`src/rtl/fetch_stage_pkg.sv`:
```
// Shared types and constants for the instruction-fetch stage.
// f_d_reg_t is the F/D pipeline register layout consumed by decode.
package fetch_stage_pkg;

    localparam logic [31:0] RESET_PC_DEFAULT = 32'h8000_0000;
    localparam logic [31:0] PC_STEP          = 32'h0000_0004;

    typedef enum logic [1:0] {
        IDLE = 2'd0,
        REQ  = 2'd1,
        WAIT = 2'd2,
        HOLD = 2'd3
    } fetch_state_t;

    typedef struct packed {
        logic [31:0] instruction;
        logic [31:0] pc_plus_4;
    } f_d_reg_t;

    // Modular 32-bit increment; 32'hFFFF_FFFC wraps to zero.
    function automatic logic [31:0] pc_inc(input logic [31:0] pc);
        return pc + PC_STEP;
    endfunction

endpackage

```
`src/rtl/fetch_skid_buf.sv`:
```
// One-entry skid buffer holding a fetched F/D record while decode is stalled.
// Clear has priority over load, load over drain.
module fetch_skid_buf
    import fetch_stage_pkg::*;
(
    input  logic     clk,
    input  logic     reset,
    input  logic     i_load,
    input  f_d_reg_t i_load_data,
    input  logic     i_drain,
    input  logic     i_clear,
    output logic     o_valid,
    output f_d_reg_t o_data
);

    logic     r_valid;
    f_d_reg_t r_data;

    // Entry storage with asynchronous reset.
    always_ff @(posedge clk or posedge reset) begin
        if (reset) begin
            r_valid <= 1'b0;
            r_data  <= '0;
        end else if (i_clear) begin
            r_valid <= 1'b0;
        end else if (i_load) begin
            r_valid <= 1'b1;
            r_data  <= i_load_data;
        end else if (i_drain) begin
            r_valid <= 1'b0;
        end else begin
            r_valid <= r_valid;
        end
    end

    assign o_valid = r_valid;
    assign o_data  = r_data;

endmodule

```
`src/rtl/fetch_stage.sv`:
```
// MIPS instruction-fetch stage: owns the PC, runs the single-outstanding
// instruction-bus handshake, absorbs stalls and applies branch/jump redirects.
module fetch_stage
    import fetch_stage_pkg::*;
#(
    parameter logic [31:0] RESET_PC = RESET_PC_DEFAULT
)(
    input  logic        clk,
    input  logic        reset,
    input  logic        stall,
    input  logic        redirect_valid,
    input  logic [31:0] redirect_pc,
    output logic        ireq_valid,
    output logic [31:0] ireq_addr,
    input  logic        iresp_addr_ok,
    input  logic        iresp_data_ok,
    input  logic [31:0] iresp_data,
    output logic        fd_valid,
    output f_d_reg_t    fd,
    output logic [31:0] pc_f
);

    fetch_state_t r_state;
    logic [31:0]  r_pc;
    f_d_reg_t     r_fd;
    logic         r_fd_valid;
    logic         r_discard;
    logic         r_redir_pend;
    logic [31:0]  r_redir_pc;

    fetch_state_t w_state_nxt;
    logic [31:0]  w_pc_nxt;
    f_d_reg_t     w_fd_nxt;
    logic         w_fd_valid_nxt;
    logic         w_discard_nxt;
    logic         w_redir_pend_nxt;
    logic [31:0]  w_redir_pc_nxt;

    logic         w_buf_load;
    logic         w_buf_drain;
    logic         w_buf_clear;
    logic         w_buf_valid;
    f_d_reg_t     w_buf_data;

    logic [31:0]  w_pc_plus_4;
    f_d_reg_t     w_fetched;
    logic         w_complete;

    assign w_pc_plus_4 = pc_inc(r_pc);
    assign w_fetched   = '{instruction: iresp_data, pc_plus_4: w_pc_plus_4};
    // A transaction finishes on data_ok once the address has been accepted.
    assign w_complete  = ((r_state == REQ) && iresp_addr_ok && iresp_data_ok) ||
                         ((r_state == WAIT) && iresp_data_ok);

    fetch_skid_buf u_skid (
        .clk         (clk),
        .reset       (reset),
        .i_load      (w_buf_load),
        .i_load_data (w_fetched),
        .i_drain     (w_buf_drain),
        .i_clear     (w_buf_clear),
        .o_valid     (w_buf_valid),
        .o_data      (w_buf_data)
    );

    // Next-state, PC, F/D register and skid-buffer control.
    always_comb begin
        w_state_nxt      = r_state;
        w_pc_nxt         = r_pc;
        w_fd_nxt         = r_fd;
        w_fd_valid_nxt   = r_fd_valid;
        w_discard_nxt    = r_discard;
        w_redir_pend_nxt = r_redir_pend;
        w_redir_pc_nxt   = r_redir_pc;
        w_buf_load       = 1'b0;
        w_buf_drain      = 1'b0;
        w_buf_clear      = 1'b0;

        case (r_state)
            IDLE: begin
                w_state_nxt = REQ;
                if (redirect_valid) begin
                    w_pc_nxt       = redirect_pc;
                    w_fd_valid_nxt = 1'b0;
                    w_buf_clear    = 1'b1;
                end else if (!stall) begin
                    w_fd_valid_nxt = 1'b0;
                end else begin
                    w_fd_valid_nxt = r_fd_valid;
                end
            end

            REQ, WAIT: begin
                if (w_complete) begin
                    w_state_nxt = REQ;
                    if (redirect_valid) begin
                        w_pc_nxt         = redirect_pc;
                        w_discard_nxt    = 1'b0;
                        w_redir_pend_nxt = 1'b0;
                        w_fd_valid_nxt   = 1'b0;
                    end else if (r_discard) begin
                        // Response belongs to the wrong path: drop it and refetch.
                        w_pc_nxt         = r_redir_pc;
                        w_discard_nxt    = 1'b0;
                        w_redir_pend_nxt = 1'b0;
                        w_fd_valid_nxt   = stall ? r_fd_valid : 1'b0;
                    end else if (!stall) begin
                        w_fd_nxt       = w_fetched;
                        w_fd_valid_nxt = 1'b1;
                        w_pc_nxt       = w_pc_plus_4;
                    end else begin
                        w_buf_load  = 1'b1;
                        w_state_nxt = HOLD;
                    end
                end else begin
                    if (redirect_valid) begin
                        w_redir_pend_nxt = 1'b1;
                        w_redir_pc_nxt   = redirect_pc;
                        w_discard_nxt    = 1'b1;
                        w_fd_valid_nxt   = 1'b0;
                    end else if (!stall) begin
                        w_fd_valid_nxt = 1'b0;
                    end else begin
                        w_fd_valid_nxt = r_fd_valid;
                    end
                    if ((r_state == REQ) && iresp_addr_ok) begin
                        w_state_nxt = WAIT;
                    end else begin
                        w_state_nxt = r_state;
                    end
                end
            end

            HOLD: begin
                if (redirect_valid) begin
                    w_pc_nxt       = redirect_pc;
                    w_buf_clear    = 1'b1;
                    w_fd_valid_nxt = 1'b0;
                    w_state_nxt    = REQ;
                end else if (!stall && w_buf_valid) begin
                    w_fd_nxt       = w_buf_data;
                    w_fd_valid_nxt = 1'b1;
                    w_buf_drain    = 1'b1;
                    w_pc_nxt       = w_pc_plus_4;
                    w_state_nxt    = REQ;
                end else if (!stall) begin
                    w_fd_valid_nxt = 1'b0;
                    w_state_nxt    = REQ;
                end else begin
                    w_state_nxt = HOLD;
                end
            end

            default: begin
                w_state_nxt    = IDLE;
                w_fd_valid_nxt = 1'b0;
            end
        endcase
    end

    // Fetch state registers; reset takes effect immediately.
    always_ff @(posedge clk or posedge reset) begin
        if (reset) begin
            r_state      <= IDLE;
            r_pc         <= RESET_PC;
            r_fd         <= '0;
            r_fd_valid   <= 1'b0;
            r_discard    <= 1'b0;
            r_redir_pend <= 1'b0;
            r_redir_pc   <= 32'h0000_0000;
        end else begin
            r_state      <= w_state_nxt;
            r_pc         <= w_pc_nxt;
            r_fd         <= w_fd_nxt;
            r_fd_valid   <= w_fd_valid_nxt;
            r_discard    <= w_discard_nxt;
            r_redir_pend <= w_redir_pend_nxt;
            r_redir_pc   <= w_redir_pc_nxt;
        end
    end

    assign ireq_valid = (r_state == REQ);
    assign ireq_addr  = r_pc;
    assign pc_f       = r_pc;
    assign fd_valid   = r_fd_valid;
    assign fd         = r_fd;

endmodule

```
`config.mk`:
```
export PLATFORM = sky130hd
export DESIGN_NAME = fetch_stage
export DESIGN_NICKNAME = d
export VERILOG_FILES = /design/src/rtl/fetch_stage_pkg.sv /design/src/rtl/fetch_skid_buf.sv /design/src/rtl/fetch_stage.sv
export SDC_FILE = /design/constraint.sdc
export NUM_CORES = 1
export LEC_CHECK = 0
export BUFFER_PORTS_ARGS = -buffer_cell sky130_fd_sc_hd__buf_2
export CORE_MARGIN = 5
export CORE_UTILIZATION = 51
export CTS_CLUSTER_SIZE = 14
export DETAILED_ROUTE_END_ITERATION = 7
export PLACE_DENSITY = 0.79
export SYNTH_ARGS = -nofsm -noshare
export SYNTH_HDL_FRONTEND = slang
export SYNTH_HIERARCHICAL = 1
export SYNTH_SLANG_ARGS = --single-unit
```
`constraint.sdc`:
```
create_clock -name clk -period 3.9 [get_ports clk]
set_clock_uncertainty 0.15 [all_clocks]
set_input_delay 0.195 -clock clk [delete_from_list [all_inputs] [get_ports clk]]
set_output_delay 0.195 -clock clk [all_outputs]
set_load 0.02 [all_outputs]
```
==> results.md, run 1 <==
- Worst Path Max Fanout: 43
- Number of buffers created by CTS: 17
- Largest net degree at the start of global routing: 84
- Io pins: 200
- Sw Pwr: ~4600 uW
- HP Class: in -> reg
- Layout cells sized above 1: about a third
- Die X: between 150 and 200 microns
- Setup Crit Path Kind: reg -> reg
- Initial antenna violation count: 0
- Post-synth net total: 1,049
- CTS tree: built
- Routed Antenna Nets: 0
- Slew Viols, Final: 0
- Sequential area share after synthesis: a little under half
- Clock network power share: between 10% and 20%
- Synth warnings: 6
- Final Cycle Share: a little over four fifths
- Distinct cells, synth: 79
- Max Freq: about 310 MHz
- Syn_area_per_cell: around 11 sq um
- Switching Share: 43.4%
- Detailed placement HPWL: between 15,000 and 20,000 microns
- Antenna diodes: 0
- Starting Density: 51.9%
- Least-Margin Pin Slew: between 700 and 800 ps
- Max VDD drop: between 0.4 and 0.5 mV
- Overall die height: around 150 microns
- Vias in the first global route: slightly above 8,000
- Share of power burned in registers: between 30% and 40%
- Slew margin rel.: a little under half
- First-pass GRT wire length: ~45,000 microns
- Synth Flop Type: dfrtp_1
- CTS max path bufs: 2
- Leak Pwr: about 0.006 uW
- Syn-to-layout area delta: 20.8%
- Mapped Cells: ~970
- Share of the synthesized area in the top cell type: a little under half
- Core Area: 0.0203 sq mm
- GP Congestion: roughly 0.93
- CTS root buffer: clkbuf_16
- DR vias: roughly 8,400
- Post-CTS sizing: 0
- Nets: 1,257
- Post-route cell area: around 0.013 sq mm
- WL final: ~28,000 microns
- Top-count cell post-synth: dfrtp_1
- Placement Cell Area: 0.0114 sq mm
- Site Rows: 52
- M3 GR Usage: under 10%
- Post-synth EDFFs: 0
- Clock Pin Slew Worst Setup and Hold Paths: 80 ps
- Worst Hold Slack: 23.4 ps
- Status: finished clean
- Clock Latency Late Sink: between 400 and 500 ps
- Arrival @ worst endpoint: roughly 3400 ps
- Met2 usage: 37.2%
- WP data required: ~4100 ps
- Hold Buf Count CTS: between 60 and 70
- TritonRoute pass-1 iters: 5
- PD cells: 825 mW/mm^2
- Final Util: between 60% and 70%
- DR DRC count: 0
- Port Buf Inserts: about 200
- Internal power: 5940 uW
- Total track usage: a little under a quarter
- GRT Max-Usage Layer: met2
- Post-CTS Setup Bufs: 0
- Async set-reset flop share out of synthesis: between 90% and 100%
- Number of synthesized register bits: slightly below 200
- Startpoint class of the critical path: flip-flop
- Final setup fails: 0
- Mapped Area: about 0.011 sq mm
- Setup crit end kind: flip-flop
- Synth cell count leaders: dfrtp_1, nand2_1, o21ai_0
- DRC violation total after the first TritonRoute iteration: between 600 and 700
- Comb pwr share: 47.2%
- Max cap viols: 0
- RSZ-0062 raised after global routing: false
- Met1 Resource Use GR: 33.3%
- Grt total ovfl: 0
- Clock Sinks: approximately 200
- Leading area contributor after synthesis: dfrtp_1
- Vias per cell: about 5.8
- Fin. Hold Viols: 0
- Fin crit period: roughly 3300 ps
- H-tree depth: 4
- Wire length per cell: roughly 19 microns
- Main area contributors after synthesis: dfrtp_1, mux2_4, mux2i_1
- Full die area: roughly 0.024 sq mm
- Setup TNS: 0 ps
==> placed cells by master (no fill, tap or decap), types with 4 or more instances in the layout <==
cell type	count
a221oi_1	4
mux2_4	60
nor3_1	20
inv_1	20
buf_4	21
buf_2	199
inv_8	4
o31a_1	6
a22o_1	4
clkbuf_16	17
nand3_1	30
a221o_1	12
nor4_1	9
mux2i_1	49
nand2b_1	13
xor2_1	8
nand2_1	113
nor2_1	27
inv_6	5
dfrtp_1	196
dlygate4sd3_1	68
o31ai_1	8
or2_2	4
and4_1	6
a21oi_1	40
nand4_1	11
a31oi_1	8
ha_1	5
and2_1	4
xnor2_1	11
and3_1	17
o21ai_0	64
mux2_2	41
o211ai_1	12
==> registers in the layout, summed over array words and instances, names as in the netlist <==
name,flops
u_skid/o_valid,1
r_state,2
fd,64
r_redir_pc,32
ireq_addr,32
u_skid/o_data,64
fd_valid,1
r_discard,1
==> final timing paths <==
kind                               startpoint           endpoint  slack (ps)  cells after the start
worst max-delay path               r_state[1]             fd[48]         650                      7
worst min-delay path            iresp_addr_ok         r_state[1]          20                      3
worst max register to register     r_state[1]             fd[48]         650                      7
worst min register to register         fd[12]             fd[12]         330                      2
max in group asynchronous               reset  u_skid/o_data[27]        2330                      4
min in group asynchronous               reset  u_skid/o_data[56]         320                      3
==> routing by layer <==
| metal | up-vias | part of all wire, % | routed length (microns) |
|---|---|---|---|
| met2 | 358 | 47 | 13400 |
| li1 | 3889 | - | - |
| met1 | 4135 | 44 | 12400 |
| met5 | - | 0 | 0 |
| met3 | 45 | 6.9 | 1930 |
| met4 | 0 | 1.6 | 459 |
==> power groups by stage <==
stage          Combinational [uW]  Sequential, uW  Clock [uW]
2_1_floorplan                3210            4020           0
3_3_place_gp                 4730            3710           0
3_5_place_dp                 4830            3760           0
4_1_cts                      4920            3730        1820
5_1_grt                      5340            3880        1910
6_report                     4950            3760        1780
==> metrics by stage <==
step,setup slack (ps),power (uW),cells
2_1_floorplan,30.6,7230,973
3_3_place_gp,826,8440,1364
3_5_place_dp,682,8590,1364
4_1_cts,671,10500,1464
5_1_grt,423,11100,1464
6_report,648,10500,1464
==> logic make-up (layout without fill, tap and decap cells) <==
logic type      Yosys count  after routing  share of synthesized area, %
simple gates            278            278                          13.6
compound gates          198            198                          12.6
flops                   197            197                          46.8
mux                     150            150                          17.6
buf+inv                 125            346                          7.12
xor+xnor                 19             19                          1.58
fa+ha+maj                 6              6                         0.713
==> worst max-delay path, cell delays in order (launching register included) <==
cell	delay, ps
dfrtp_1	440
inv_1	120
ha_1	460
buf_4	280
o21a_1	520
or2_4	530
buf_4	420
o21ai_0	170
==> final cells by class <==
| type | count | area (sq um) |
|---|---|---|
| Fill cell | 1649 | 7570 |
| Sequential cell | 197 | 4930 |
| Multi-Input combinational cell | 651 | 4870 |
| Timing Repair Buffer | 291 | 1890 |
| Clock buffer | 18 | 439 |
| Tap cell | 270 | 338 |
| Clock inverter | 14 | 159 |
| Inverter | 23 | 91.3 |
No activity file was read; power rests on OpenSTA's default activity.
==> inputs of run 2 (changes only) <==
- ABC_AREA: unset -> 1
- clock period: 3.9 -> 2.75 ns (I/O delays scaled with it)
==> run 2 against run 1 <==
Effect of this change: worst setup slack got worse by 350 ps; final cell count grew 35%; critical path type unchanged; global-route usage increased by 3.1 points; fmax increased by 32%; synthesized cell count up 53%; die area is 1.8% higher; first-iteration DRC count up 62%.
==> results.md, run 2 <==
- WP data required: between 2000 and 3000 ps
- Max VDD drop: approximately 0.66 mV
- Least-Margin Pin Slew: 857 ps
- Sequential area share after synthesis: approximately 46%
- TritonRoute pass-1 iters: 5
- Vias per cell: approximately 5.4
- Number of synthesized register bits: 197
- DR vias: approximately 11,000
- Comb pwr share: 52.7%
- Slew Viols, Final: 0
- Synth cell count leaders: nand2_1, dfrtp_1, nor2_1
- Slew margin rel.: approximately 43%
- Fin. Hold Viols: 0
- Leak Pwr: between 0.006 and 0.007 uW
- Post-CTS sizing: 0
- Max cap viols: 0
- Overall die height: ~160 microns
- Arrival @ worst endpoint: around 2600 ps
- Clock Pin Slew Worst Setup and Hold Paths: about 70 ps
- Share of the synthesized area in the top cell type: between 40% and 50%
- Io pins: 200
- Mapped Cells: 1,493
- Main area contributors after synthesis: dfrtp_1, nand2_1, nor2_1
- Commonest non-fill, non-tap cell in the layout: nand2_1
- Distinct cells, synth: 37
- DRC violation total after the first TritonRoute iteration: 1,090
- Worst Path Max Fanout: 24
- Final setup fails: 0
- GRT Max-Usage Layer: met2
- Clock Sinks: approximately 200
- GP Congestion: 0.952
- Met1 Resource Use GR: 37.9%
- Final Cycle Share: between 80% and 90%
- Setup Crit Path Kind: reg -> reg
- Grt total ovfl: 0
- Internal power: approximately 8000 uW
- Clock Latency Late Sink: around 430 ps
- Routed Antenna Nets: 0
- Die X: 155 microns
- H-tree depth: 4
- Site Rows: between 50 and 60
- Vias in the first global route: 9,972
- Top-count cell post-synth: nand2_1
- Setup crit end kind: flip-flop
- Number of buffers created by CTS: 17
- Post-synth net total: roughly 1,600
- First-pass GRT wire length: between 50,000 and 60,000 microns
- CTS tree: built
- Clock network power share: between 15 and 20%
- Max Freq: roughly 400 MHz
- Leading area contributor after synthesis: dfrtp_1
- Fin crit period: 2460 ps
- Layout cells sized above 1: around 16%
- Full die area: between 0.02 and 0.025 sq mm
- Setup ws final: around 300 ps
- Syn_area_per_cell: 7.19 sq um
- Synth Flop Type: dfrtp_1
- Syn-to-layout area delta: 20.0%
- Status: finished clean
- Sw Pwr: approximately 8100 uW
- Detailed placement HPWL: about 21,000 microns
- Synth warnings: 6
- CTS root buffer: clkbuf_16
- Share of power burned in registers: approximately a third
- CTS max path bufs: 2
- Core Area: 0.0209 sq mm
- Port Buf Inserts: 199
- WL final: around 32,000 microns
- Wire length per cell: roughly 16 microns
- Mapped Area: 0.0107 sq mm
- Met2 usage: between 40% and 50%
- Switching Share: between 40% and 50%
- Largest net degree at the start of global routing: 85
- Pre-CTS WS: ~320 ps
- PD cells: 1260 mW/mm^2
- Starting Density: between 50% and 60%
- FILL cells: 1,880
- RSZ-0062 raised after global routing: false
- HP Class: in -> reg
- M3 GR Usage: between 4 and 5%
- Antenna diodes: 0
- Startpoint class of the critical path: flip-flop
- Post-synth EDFFs: 0
- DR DRC count: 0
- Initial antenna violation count: 0
- Nets: between 1,500 and 2,000
- Most frequent cells in the layout: nand2_1, buf_2, dfrtp_1
- Async set-reset flop share out of synthesis: 100%
- Total track usage: between 20% and 30%
- Setup TNS: 0 ps
## run 2: cell count changes in the layout (fill, tap and decap cells not counted), moves of 12 or more
| cell | change |
|---|---|
| a21oi_1 | +13 |
| nand2_1 | +431 |
| nor2_1 | +159 |
| nor3_1 | -19 |
| a221o_1 | -12 |
| mux2_4 | -60 |
| and3_1 | -17 |
| nand3_1 | +67 |
| inv_1 | +74 |
| o21ai_0 | +23 |
| nand2b_1 | -13 |
| mux2_2 | -41 |
| a31oi_1 | +54 |
| mux2i_1 | -49 |
## run 2: what timing repair did
action	CTS	global route
hold buffers	67	0
setup endpoints to repair	0	0
hold endpoints to repair	180	0
setup buffers	0	0
## run 2: kinds of logic after synthesis
| logic type | count (synthesis) | synth area share (%) |
|---|---|---|
| xor+xnor | 6 | 0.490 |
| compound gates | 221 | 11.4 |
| flops | 197 | 45.9 |
| simple gates | 846 | 31.3 |
| buf+inv | 217 | 10.1 |
| fa+ha+maj | 6 | 0.700 |
## run 2: worst paths after layout
kind                            slack, ps  depth (start not counted)             start          endpoint
worst max-delay path                  290                          9        r_state[0]     ireq_addr[12]
worst min-delay path                   30                          6     iresp_data_ok         r_discard
worst max register to register        290                          9        r_state[0]     ireq_addr[12]
worst min register to register        320                          2  u_skid/o_data[4]  u_skid/o_data[4]
max in group asynchronous            1480                          4             reset     ireq_addr[31]
min in group asynchronous             220                          3             reset            fd[23]
## run 2: worst max-delay path, cell delays in order, from the launching register on
cell	delay, ps
dfrtp_1	400
inv_1	90
ha_1	330
buf_4	190
nor2_1	240
inv_1	440
a31oi_1	280
nand2_1	70
nand2_1	50
o21ai_0	90
## run 2: stage by stage
step | cell area (sq um) | power [uW] | util (%) | std cells | hold slack, ps
finish | 12900 | 16300 | 61.7 | 1974 | 28.5
global placement | 11600 | 13400 | 55.7 | 1876 | 116
global route | 12900 | 17500 | 61.7 | 1974 | 56.0
detailed placement | 11600 | 13700 | 55.7 | 1876 | 128
floorplan | 10700 | 11300 | - | 1493 | 104
CTS | 12900 | 16200 | 61.7 | 1974 | 19.1
## run 2: area by class of cell
cell class	instances	area, sq um	share of cell area, %
sequential	197	4930	38.3
multi-input combinational	1079	4730	36.8
timing repair buffer	289	1900	14.8
clock buffer	17	425	3.30
inverter	103	390	3.03
tap	275	344	2.67
clock inverter	14	153	1.19
## run 2: power by group through the flow
stage / sequential [uW] / clock [uW] / combinational, uW
CTS: 5180 / 2500 / 8540
finish: 5220 / 2460 / 8580
global placement: 5180 / 0 / 8250
global route: 5370 / 2630 / 9540
detailed placement: 5230 / 0 / 8430
floorplan: 5830 / 0 / 5420
## run 2: metal layers
layer	part of all wire, %	routed length (microns)	vias to the layer above
met5	0	0	-
met4	2.6	843	0
met3	9.1	2910	52
met2	45	14400	488
met1	43	13900	4986
li1	-	-	5109
